### config.mk
export PLATFORM = sky130hd
export DESIGN_NAME = sap_cpu_core_flat
export DESIGN_NICKNAME = d
export VERILOG_FILES = /design/src/rtl/sap_cpu_if.sv /design/src/rtl/sap_cpu_core.sv /design/src/flat_wrapper.sv
export SDC_FILE = /design/constraint.sdc
export NUM_CORES = 1
export LEC_CHECK = 0
export BUFFER_PORTS_ARGS = -buffer_cell sky130_fd_sc_hd__buf_2
export CORE_AREA = 2 2 124 126
export CTS_CLUSTER_DIAMETER = 60
export DETAILED_ROUTE_END_ITERATION = 10
export DIE_AREA = 0 0 126 128
export PLACE_DENSITY = 0.78
export SYNTH_ARGS = -nofsm -noshare
export SYNTH_HDL_FRONTEND = slang
export SYNTH_SLANG_ARGS = --single-unit
### constraint.sdc
create_clock -name clk -period 10.55 [get_ports clk]
set_input_delay 0 -clock clk [delete_from_list [all_inputs] [get_ports clk]]
set_output_delay 0 -clock clk [all_outputs]
set_load 0.02 [all_outputs]
### src/rtl/sap_cpu_if.sv
// Program-load handshake and status bus between the TT wrapper and the SAP core.
interface sap_cpu_if #(
    parameter int DATA_W = 8
);
    logic              prog;
    logic [DATA_W-1:0] prog_data;
    logic              prog_valid;
    logic              prog_ready;
    logic              done_load;
    logic [DATA_W-1:0] out_data;
    logic              out_valid;
    logic              carry;
    logic              zero;
    logic              halted;

    modport master (
        output prog, prog_data, prog_valid,
        input  prog_ready, done_load, out_data, out_valid, carry, zero, halted
    );

    modport slave (
        input  prog, prog_data, prog_valid,
        output prog_ready, done_load, out_data, out_valid, carry, zero, halted
    );
endinterface

### src/rtl/sap_cpu_core.sv
// SAP-style accumulator CPU: handshake program load, then FETCH/EXEC loop until HLT.
module sap_cpu_core #(
    parameter int DATA_W = 8,
    parameter int ADDR_W = 4
) (
    input  logic     clk,
    input  logic     rst,
    sap_cpu_if.slave bus
);
    typedef enum logic [1:0] {S_LOAD, S_FETCH, S_EXEC, S_HALT} state_t;

    localparam logic [ADDR_W-1:0] PTR_MAX = {ADDR_W{1'b1}};

    // RAM is deliberately outside the reset domain so a program survives rst.
    logic [DATA_W-1:0] mem [2**ADDR_W];

    state_t            state_q, state_d;
    logic [ADDR_W-1:0] pc_q, pc_d, ptr_q, ptr_d;
    // IR keeps only the fields that are decoded; the middle bits are don't-care.
    logic [3:0]        ir_op_q, ir_op_d;
    logic [ADDR_W-1:0] ir_a_q, ir_a_d;
    logic [DATA_W-1:0] a_q, a_d, out_q, out_d;
    logic              c_q, c_d, z_q, z_d, outv_q, outv_d, halt_q, halt_d, done_q, done_d;

    logic              mem_we;
    logic [ADDR_W-1:0] mem_waddr;
    logic [DATA_W-1:0] mem_wdata, m_word;
    logic [DATA_W:0]   sum, diff;
    logic              prog_ready_c;

    assign m_word = mem[ir_a_q];
    assign sum    = {1'b0, a_q} + {1'b0, m_word};
    // C=1 means no borrow: A + ~M + 1 in DATA_W+1 bits.
    assign diff   = {1'b0, a_q} + {1'b0, ~m_word} + {{DATA_W{1'b0}}, 1'b1};

    // Next-state, datapath and RAM-write decode.
    always_comb begin
        state_d      = state_q;
        pc_d         = pc_q;
        ptr_d        = ptr_q;
        ir_op_d      = ir_op_q;
        ir_a_d       = ir_a_q;
        a_d          = a_q;
        c_d          = c_q;
        z_d          = z_q;
        out_d        = out_q;
        outv_d       = 1'b0;
        halt_d       = halt_q;
        done_d       = done_q;
        mem_we       = 1'b0;
        mem_waddr    = ptr_q;
        mem_wdata    = bus.prog_data;
        prog_ready_c = 1'b0;
        case (state_q)
            S_LOAD: begin
                prog_ready_c = bus.prog & ~done_q;
                if (!bus.prog) begin
                    state_d = S_FETCH;
                end else if (bus.prog_valid && prog_ready_c) begin
                    mem_we = 1'b1;
                    if (ptr_q == PTR_MAX) done_d = 1'b1;
                    else                  ptr_d  = ptr_q + ADDR_W'(1);
                end
            end
            S_FETCH: begin
                ir_op_d = mem[pc_q][DATA_W-1 -: 4];
                ir_a_d  = mem[pc_q][ADDR_W-1:0];
                pc_d    = pc_q + ADDR_W'(1);
                state_d = S_EXEC;
            end
            S_EXEC: begin
                state_d = S_FETCH;
                case (ir_op_q)
                    4'h1: a_d = m_word;
                    4'h2: begin
                        {c_d, a_d} = sum;
                        z_d = (sum[DATA_W-1:0] == '0);
                    end
                    4'h3: begin
                        {c_d, a_d} = diff;
                        z_d = (diff[DATA_W-1:0] == '0);
                    end
                    4'h4: begin
                        mem_we    = 1'b1;
                        mem_waddr = ir_a_q;
                        mem_wdata = a_q;
                    end
                    4'h5: a_d = {{(DATA_W-ADDR_W){1'b0}}, ir_a_q};
                    4'h6: pc_d = ir_a_q;
                    4'h7: if (c_q) pc_d = ir_a_q;
                    4'h8: if (z_q) pc_d = ir_a_q;
                    4'hE: begin
                        out_d  = a_q;
                        outv_d = 1'b1;
                    end
                    4'hF: begin
                        state_d = S_HALT;
                        halt_d  = 1'b1;
                    end
                    default: ;
                endcase
            end
            default: ;
        endcase
    end

    // State and architectural registers; rst overrides any in-flight update.
    always_ff @(posedge clk) begin
        if (rst) begin
            state_q <= S_LOAD;
            pc_q    <= '0;
            ptr_q   <= '0;
            ir_op_q <= '0;
            ir_a_q  <= '0;
            a_q     <= '0;
            c_q     <= 1'b0;
            z_q     <= 1'b0;
            out_q   <= '0;
            outv_q  <= 1'b0;
            halt_q  <= 1'b0;
            done_q  <= 1'b0;
        end else begin
            state_q <= state_d;
            pc_q    <= pc_d;
            ptr_q   <= ptr_d;
            ir_op_q <= ir_op_d;
            ir_a_q  <= ir_a_d;
            a_q     <= a_d;
            c_q     <= c_d;
            z_q     <= z_d;
            out_q   <= out_d;
            outv_q  <= outv_d;
            halt_q  <= halt_d;
            done_q  <= done_d;
        end
    end

    // RAM write port shared by program load and STA; dropped while rst is high.
    always_ff @(posedge clk) begin
        if (mem_we && !rst) mem[mem_waddr] <= mem_wdata;
    end

    assign bus.prog_ready = prog_ready_c;
    assign bus.done_load  = done_q;
    assign bus.out_data   = out_q;
    assign bus.out_valid  = outv_q;
    assign bus.carry      = c_q;
    assign bus.zero       = z_q;
    assign bus.halted     = halt_q;
endmodule

### src/flat_wrapper.sv
// flat-port wrapper written by rule: the top's interface ports become plain ports
module sap_cpu_core_flat 
#(
    parameter int DATA_W = 8,
    parameter int ADDR_W = 4
)
  (clk, rst, bus_prog, bus_prog_data, bus_prog_valid, bus_prog_ready, bus_done_load, bus_out_data, bus_out_valid, bus_carry, bus_zero, bus_halted);
  sap_cpu_if #(.DATA_W(DATA_W)) bus_i ();
  input  logic clk;
  input  logic rst;
  input wire logic [$bits(bus_i.prog)-1:0] bus_prog;
  input wire logic [$bits(bus_i.prog_data)-1:0] bus_prog_data;
  input wire logic [$bits(bus_i.prog_valid)-1:0] bus_prog_valid;
  output wire logic [$bits(bus_i.prog_ready)-1:0] bus_prog_ready;
  output wire logic [$bits(bus_i.done_load)-1:0] bus_done_load;
  output wire logic [$bits(bus_i.out_data)-1:0] bus_out_data;
  output wire logic [$bits(bus_i.out_valid)-1:0] bus_out_valid;
  output wire logic [$bits(bus_i.carry)-1:0] bus_carry;
  output wire logic [$bits(bus_i.zero)-1:0] bus_zero;
  output wire logic [$bits(bus_i.halted)-1:0] bus_halted;
  assign bus_i.prog = bus_prog;
  assign bus_i.prog_data = bus_prog_data;
  assign bus_i.prog_valid = bus_prog_valid;
  assign bus_prog_ready = bus_i.prog_ready;
  assign bus_done_load = bus_i.done_load;
  assign bus_out_data = bus_i.out_data;
  assign bus_out_valid = bus_i.out_valid;
  assign bus_carry = bus_i.carry;
  assign bus_zero = bus_i.zero;
  assign bus_halted = bus_i.halted;
  sap_cpu_core #(.DATA_W(DATA_W), .ADDR_W(ADDR_W)) u_core (.clk(clk), .rst(rst), .bus(bus_i));
endmodule
==> results.toml, run 1 <==
[power]
p_leak_nw = 3.21
peakVddDrop_v = 0.000121
p_per_area_nw_per_um2 = 173
p_comb_share_pct = 17.1
switching_share_pct = 25.5
seq_power_share_pct = 44.0
power_switching_mw = 0.425
p_clk_share_pct = 38.9
internal_power_mw = 1.24

[worst_setup_path]
r2r-start = "u_core.ir_a_q[0]$_SDFFE_PP0N_"
crit_arrival_ps = 4650
crit_path_max_fanout = 28
cp-endpoint = "u_core.bus.zero$_SDFFE_PP0P_"
crit_start = "u_core.ir_a_q[0]$_SDFFE_PP0N_"
start_kind = "flop"
reg2reg_slack_ps = 6260
end_kind = "flop"
required_ps = 10910
path_class = "flop to flop"
r2r-end = "u_core.bus.zero$_SDFFE_PP0P_"
reg2reg_depth = 11

[floorplanning]
initial_utilization_pct = 59.1
core-area_sq_um = 14900
ios = 26
num_rows = 45
dieWidth_microns = 126
die_h_microns = 128
design.die.area_sq_um = 16100

[clock_network]
root_buffer = "clkbuf_16"
clk_latency_ps = 430
cts_max_level = 4
clk_pin_slew_ps = 70
cts_resized = 0
cts_max_path_buffers = 2
cts_tree = "done"
cts_buffers = 17
cts_sinks = 167

[global_routing]
grt_pass1_wl_microns = 33100
antenna_found_initial = 0
grt_pass1_vias = 5702
track_usage_pct = 27.9
grt.overflow.total = 0
grt_max_degree = 44

[layout]
antennaDiodeCount = 0
drive_gt1_share_pct = 23.9
num-fill-cells = 997
multi_input_area_sq_um = 3880
final_nets = 670
area_growth_pct = 9.45
seq_area_sq_um = 4630

[placed_design]
pre_cts_ws_ps = 6320
portBuffers = 25
place_hpwl_microns = 13800
gp_congestion = 0.900

[yosys]
ys_ff_latch = 167
synthArstFlopShare_pct = 0
synth_cell_types = 65
syn_nets = 660
synth-edff-count = 128
yosysTopAreaCellShare_pct = 43.7
synth_area_leaders = "edfxtp_1 44%, mux4_2 20%, dfxtp_1 8.9%, ha_1 3.4%, nor2_1 2.8%"
ys_seq_area_share_pct = 52.6
yosysTopAreaCell = "edfxtp_1"
yosysMostFrequentCell = "edfxtp_1"
synth_flop_cell = "edfxtp_1"
synth.avg_cell_area_sq_um = 14.1
netlist_instances = 622
yosys_warnings = 0
netlist_area_sq_um = 8790
ys_top_cells_by_count = "128 x edfxtp_1, 79 x mux4_2, 65 x nor2_1"

[sta]
tightest_slew_ps = 1250
final_max_slew_viol_count = 0
setup_slack_ps = 6260
finalCritPeriodShare_pct = 40.6
setup_viol_count_final = 0
final_hold_viol_count = 0
rsz0062_at_grt = "no"
clock_skew_ps = 7.37
slew_headroom_pct = 16.4
setup-tns-final_ps = 0
fin_crit_ps = 4290
fmax_mhz = 233

[routing]
routed.top_layer = "met4"
drt_iter0_drc = 560
route.met3.wl_microns = 1580
drtAntennaViolNets = 0
dr.pass1.iters = 5
via_count = 5683
wl_met2_microns = 10700
wl_met1_microns = 8090
wl_per_cell_microns = 25.8
avgViaCountPerCell = 6.83
route.final.wire_length_microns = 21400
drc = 0

[worst_hold_path]
hold_class = "primary input to flop"

[outcome]
run_status = "complete, no violations"

[run]
max-cap-violations = 0
[final cells by class]
| cell class | count | area share (%) |
|---|---|---|
| Timing Repair Buffer | 34 | 2.03 |
| Tap cell | 188 | 2.44 |
| Multi-Input combinational cell | 393 | 40.4 |
| Sequential cell | 167 | 48.1 |
| Clock inverter | 13 | 1.87 |
| Inverter | 19 | 0.741 |
| Clock buffer | 18 | 4.46 |
[power groups by stage]
| stage | registers (mW) | logic (mW) | clock network [mW] |
|---|---|---|---|
| final | 0.734 | 0.285 | 0.648 |
| after global routing | 0.735 | 0.309 | 0.676 |
| after CTS | 0.733 | 0.284 | 0.654 |
| after detailed placement | 0.747 | 0.281 | 0 |
| after global placement | 0.747 | 0.277 | 0 |
| after floorplan | 0.738 | 0.233 | 0 |
[per-layer routing]
metal	GRT usage, %	up-vias
met1	35.4	2839
met5	0	-
met3	5.93	74
met4	15.1	0
met2	45.5	313
li1	-	2457
[cells by family after synthesis]
family	share of synthesized area, %
compound gates	6.85
xor+xnor	0.797
fa+ha+maj	3.87
buf+inv	3.22
flops	52.6
mux	23.4
simple gates	9.29
[critical path, stage by stage, from the launching register on]
cell and delay (ps):
dfxtp_2 470, buf_4 510, mux4_2 600, mux4_2 540, inv_1 90, ha_1 340
a21oi_1 200, o21bai_1 120, or3_1 390, a2111oi_2 400, or3b_1 390, a32oi_1 150
[placed cells by master (no fill, tap or decap), drive strengths merged, types with 6 or more instances in the layout]
cell,Yosys,final
nor2b,14,14
o21ai,10,10
a311oi,7,7
nor3,10,10
dfxtp,39,39
a31oi,7,7
ha,24,24
inv,19,20
mux4,79,79
clkinv,0,6
nand3,6,6
buf,23,33
mux2i,23,23
a211o,6,6
nor2,66,66
a21oi,18,18
clkbuf,20,18
nand2,42,42
edfxtp,128,128
xnor2,7,7
[state kept, by name (all words and copies together), names as in the netlist]
register              cells
u_core.state_q            2
u_core.pc_q               4
u_core.bus.halted         1
u_core.ir_op_q            4
u_core.bus.zero           1
u_core.bus.done_load      1
u_core.bus.out_data       8
u_core.mem              128
u_core.bus.out_valid      1
u_core.bus.carry          1
u_core.a_q                8
u_core.ir_a_q             4
u_core.ptr_q              4
[stage by stage]
| step | power, mW | cells | cell area, sq um | hold WS (ps) | utilization [%] |
|---|---|---|---|---|---|
| after floorplan | 0.971 | 622 | 8790 | 122 | - |
| after global placement | 1.02 | 800 | 9000 | 334 | 60.6 |
| after detailed placement | 1.03 | 800 | 9000 | 339 | 60.6 |
| after CTS | 1.67 | 832 | 9620 | 121 | 64.7 |
| after global routing | 1.72 | 832 | 9620 | 144 | 64.7 |
| final | 1.67 | 832 | 9620 | 122 | 64.7 |
[what timing repair did]
item                                   in CTS  in global routing
setup endpoints to repair                   0                  0
endpoints found under the hold margin       1                  0
hold buffers                                1                  0
buffers inserted                            0                  0
[worst min-delay path by stage]
stage               cells after the start      from                             end  slack (ps)
CTS                                     3       rst  u_core.ir_op_q[3]$_SDFFE_PP0N_         120
detailed placement                      4  bus_prog                  bus_prog_ready         340
finish                                  3       rst  u_core.bus.halted$_SDFFE_PP0P_         120
global placement                        4  bus_prog                  bus_prog_ready         330
floorplan                               2  bus_prog                  bus_prog_ready         120
global route                            3       rst   u_core.ir_a_q[1]$_SDFFE_PP0N_         140
Power figures use the tool's default switching activity.
==> inputs of run 2 (changes only) <==
--- a/config.mk
+++ b/config.mk
@@ -6,11 +6,11 @@
 export NUM_CORES = 1
 export LEC_CHECK = 0
 export BUFFER_PORTS_ARGS = -buffer_cell sky130_fd_sc_hd__buf_2
-export CORE_AREA = 2 2 124 126
+export CORE_AREA = 2 2 128 130
 export CTS_CLUSTER_DIAMETER = 60
 export DETAILED_ROUTE_END_ITERATION = 10
-export DIE_AREA = 0 0 126 128
-export PLACE_DENSITY = 0.78
+export DIE_AREA = 0 0 130 132
+export PLACE_DENSITY = 0.76
 export SYNTH_ARGS = -nofsm -noshare
 export SYNTH_HDL_FRONTEND = slang
 export SYNTH_SLANG_ARGS = --single-unit
==> constraint.sdc (replaced) <==
create_clock -name clk -period 3.5 [get_ports clk]
set_input_delay 0 -clock clk [delete_from_list [all_inputs] [get_ports clk]]
set_output_delay 0 -clock clk [all_outputs]
set_load 0.02 [all_outputs]
==> run 2 against run 1 <==
- the run now ends with negative setup slack left
- sequential power rose to 3.0 times the previous value
- via count rose by 5.6%
- critical path depth did not move
- die area rose by 6.4%
- combinational power rose to 4.1 times the previous value
- hold slack got worse by 100 ps
- register-to-register slack got worse by 6400 ps
- utilization rose by 2.1 points
- non-clock buffer count rose by 69
- final cell count rose by 12%
- clock-buffer cell count rose by 2
- largest cell class unchanged
==> results.toml, run 2 (synthesized netlist as in run 1, its figures left out) <==
[worst_setup_path]
required_ps = 3850
crit_path_max_fanout = 8
end_kind = "flop"
crit_arrival_ps = 4000
start_kind = "flop"
path_class = "flop to flop"
reg2reg_slack_ps = -150

[sta]
clock_skew_ps = 8.58
final_hold_viol_count = 0
setup_viol_count_final = 1
setup-tns-final_ps = -149
fmax_mhz = 274
rsz0062_at_grt = "yes"
slew_headroom_pct = 28.8
final_max_slew_viol_count = 0
tightest_slew_ps = 1060
fin_crit_ps = 3650
setup_slack_ps = -149
finalCritPeriodShare_pct = 104

[routing]
wl_per_cell_microns = 25.7
via_count = 6002
route.met3.wl_microns = 1780
drc = 0
drt_iter0_drc = 731
dr.pass1.iters = 5
route.final.wire_length_microns = 23900
wl_met2_microns = 12300
avgViaCountPerCell = 6.45
routed.top_layer = "met5"
wl_met1_microns = 8820
drtAntennaViolNets = 0

[floorplanning]
num_rows = 46
dieWidth_microns = 130
design.die.area_sq_um = 17200
core-area_sq_um = 15700
initial_utilization_pct = 55.9
ios = 26
die_h_microns = 132

[placed_design]
place_hpwl_microns = 15000
gp_congestion = 0.930
portBuffers = 25
place_inst = 889

[clock_network]
cts_max_level = 4
cts_tree = "done"
cts_sinks = 167
clk_pin_slew_ps = 70
clk_latency_ps = 430
root_buffer = "clkbuf_16"
cts_buffers = 17
cts_max_path_buffers = 2

[layout]
final_common_cell = "edfxtp_1"
post-route-util_pct = 66.8
antennaDiodeCount = 0
instances_no_fill = 930
area_growth_pct = 19.4
top_register = "u_core.mem"
final_nets = 739
mostFrequentLayoutCells = "128 x edfxtp_1, 79 x mux4_2, 67 x buf_4, 64 x nor2_1, 42 x nand2_1"
largest_register_ffs = 128
drive_gt1_share_pct = 37.3

[power]
power_switching_mw = 1.41
p_comb_share_pct = 22.0
seq_power_share_pct = 42.1
p_per_area_nw_per_um2 = 502
p_clk_share_pct = 36.0
p_leak_nw = 3.62
internal_power_mw = 3.86
switching_share_pct = 26.8
power_mw = 5.27
peakVddDrop_v = 0.000429

[run]
max-cap-violations = 0

[global_routing]
grt.overflow.total = 0
grt_pass1_wl_microns = 35600
grt_max_degree = 44
track_usage_pct = 28.8
grt_pass1_vias = 6128
antenna_found_initial = 1

[worst_hold_path]
hold_class = "primary input to flop"

[outcome]
run_status = "finished with violations"
violations = "negative setup slack"
run 2: layout make-up:
class	count	area, sq um
sequential	167	4630
clock buffer	20	457
timing repair buffer	103	805
clock inverter	12	143
fill	1048	5220
tap	216	270
multi-input combinational	393	4120
inverter	19	71.3
run 2: per-layer routing:
layer | vias to the layer above | global-route usage [%]
li1 | 2596 | -
met1 | 3042 | 36.4
met2 | 297 | 47.8
met3 | 65 | 5.32
met4 | 2 | 13.9
met5 | - | 0
run 2: per-stage QoR:
step	hold slack (ps)	instance area [sq um]	setup slack, ps
3_5_place_dp	341	9550	-116
5_1_grt	61.1	10500	-234
6_report	21.3	10500	-149
2_1_floorplan	122	8840	2.37
3_3_place_gp	331	9550	-27.8
4_1_cts	5.07	10400	-109
run 2: timing repair:
action | 4_1_cts | 5_1_grt
setup buffers | 5 | 7
hold buffers | 0 | 0
endpoints found under the setup margin | 5 | 7
resized for setup | 26 | 31
gates cloned | 2 | 0
pin swaps | 13 | 17
run 2: final timing paths:
check	from	end	depth (start not counted)
hold / removal	bus_prog	u_core.state_q[1]$_SDFFE_PP0P_	5
setup / recovery	u_core.ir_a_q[0]$_SDFFE_PP0N_	u_core.bus.zero$_SDFFE_PP0P_	11
hold reg to reg	u_core.bus.halted$_SDFFE_PP0P_	u_core.bus.halted$_SDFFE_PP0P_	2
setup reg to reg	u_core.ir_a_q[0]$_SDFFE_PP0N_	u_core.bus.zero$_SDFFE_PP0P_	11
run 2: power groups by stage:
stage / registers [mW] / logic, mW / clock network, mW
CTS: 2.22 / 1.09 / 1.91
floorplan: 2.22 / 0.718 / 0
global route: 2.22 / 1.24 / 1.98
detailed placement: 2.26 / 0.997 / 0
global placement: 2.25 / 0.976 / 0
finish: 2.22 / 1.16 / 1.90
run 2: worst max-delay path: stages, from the launching register on:
cell	delay, ps
dfxtp_4	410
buf_12	160
mux4_2	520
mux4_2	490
inv_2	100
ha_4	200
nor2b_4	120
o2111a_1	250
or3_4	410
a2111oi_4	360
or3b_1	370
a32oi_1	170
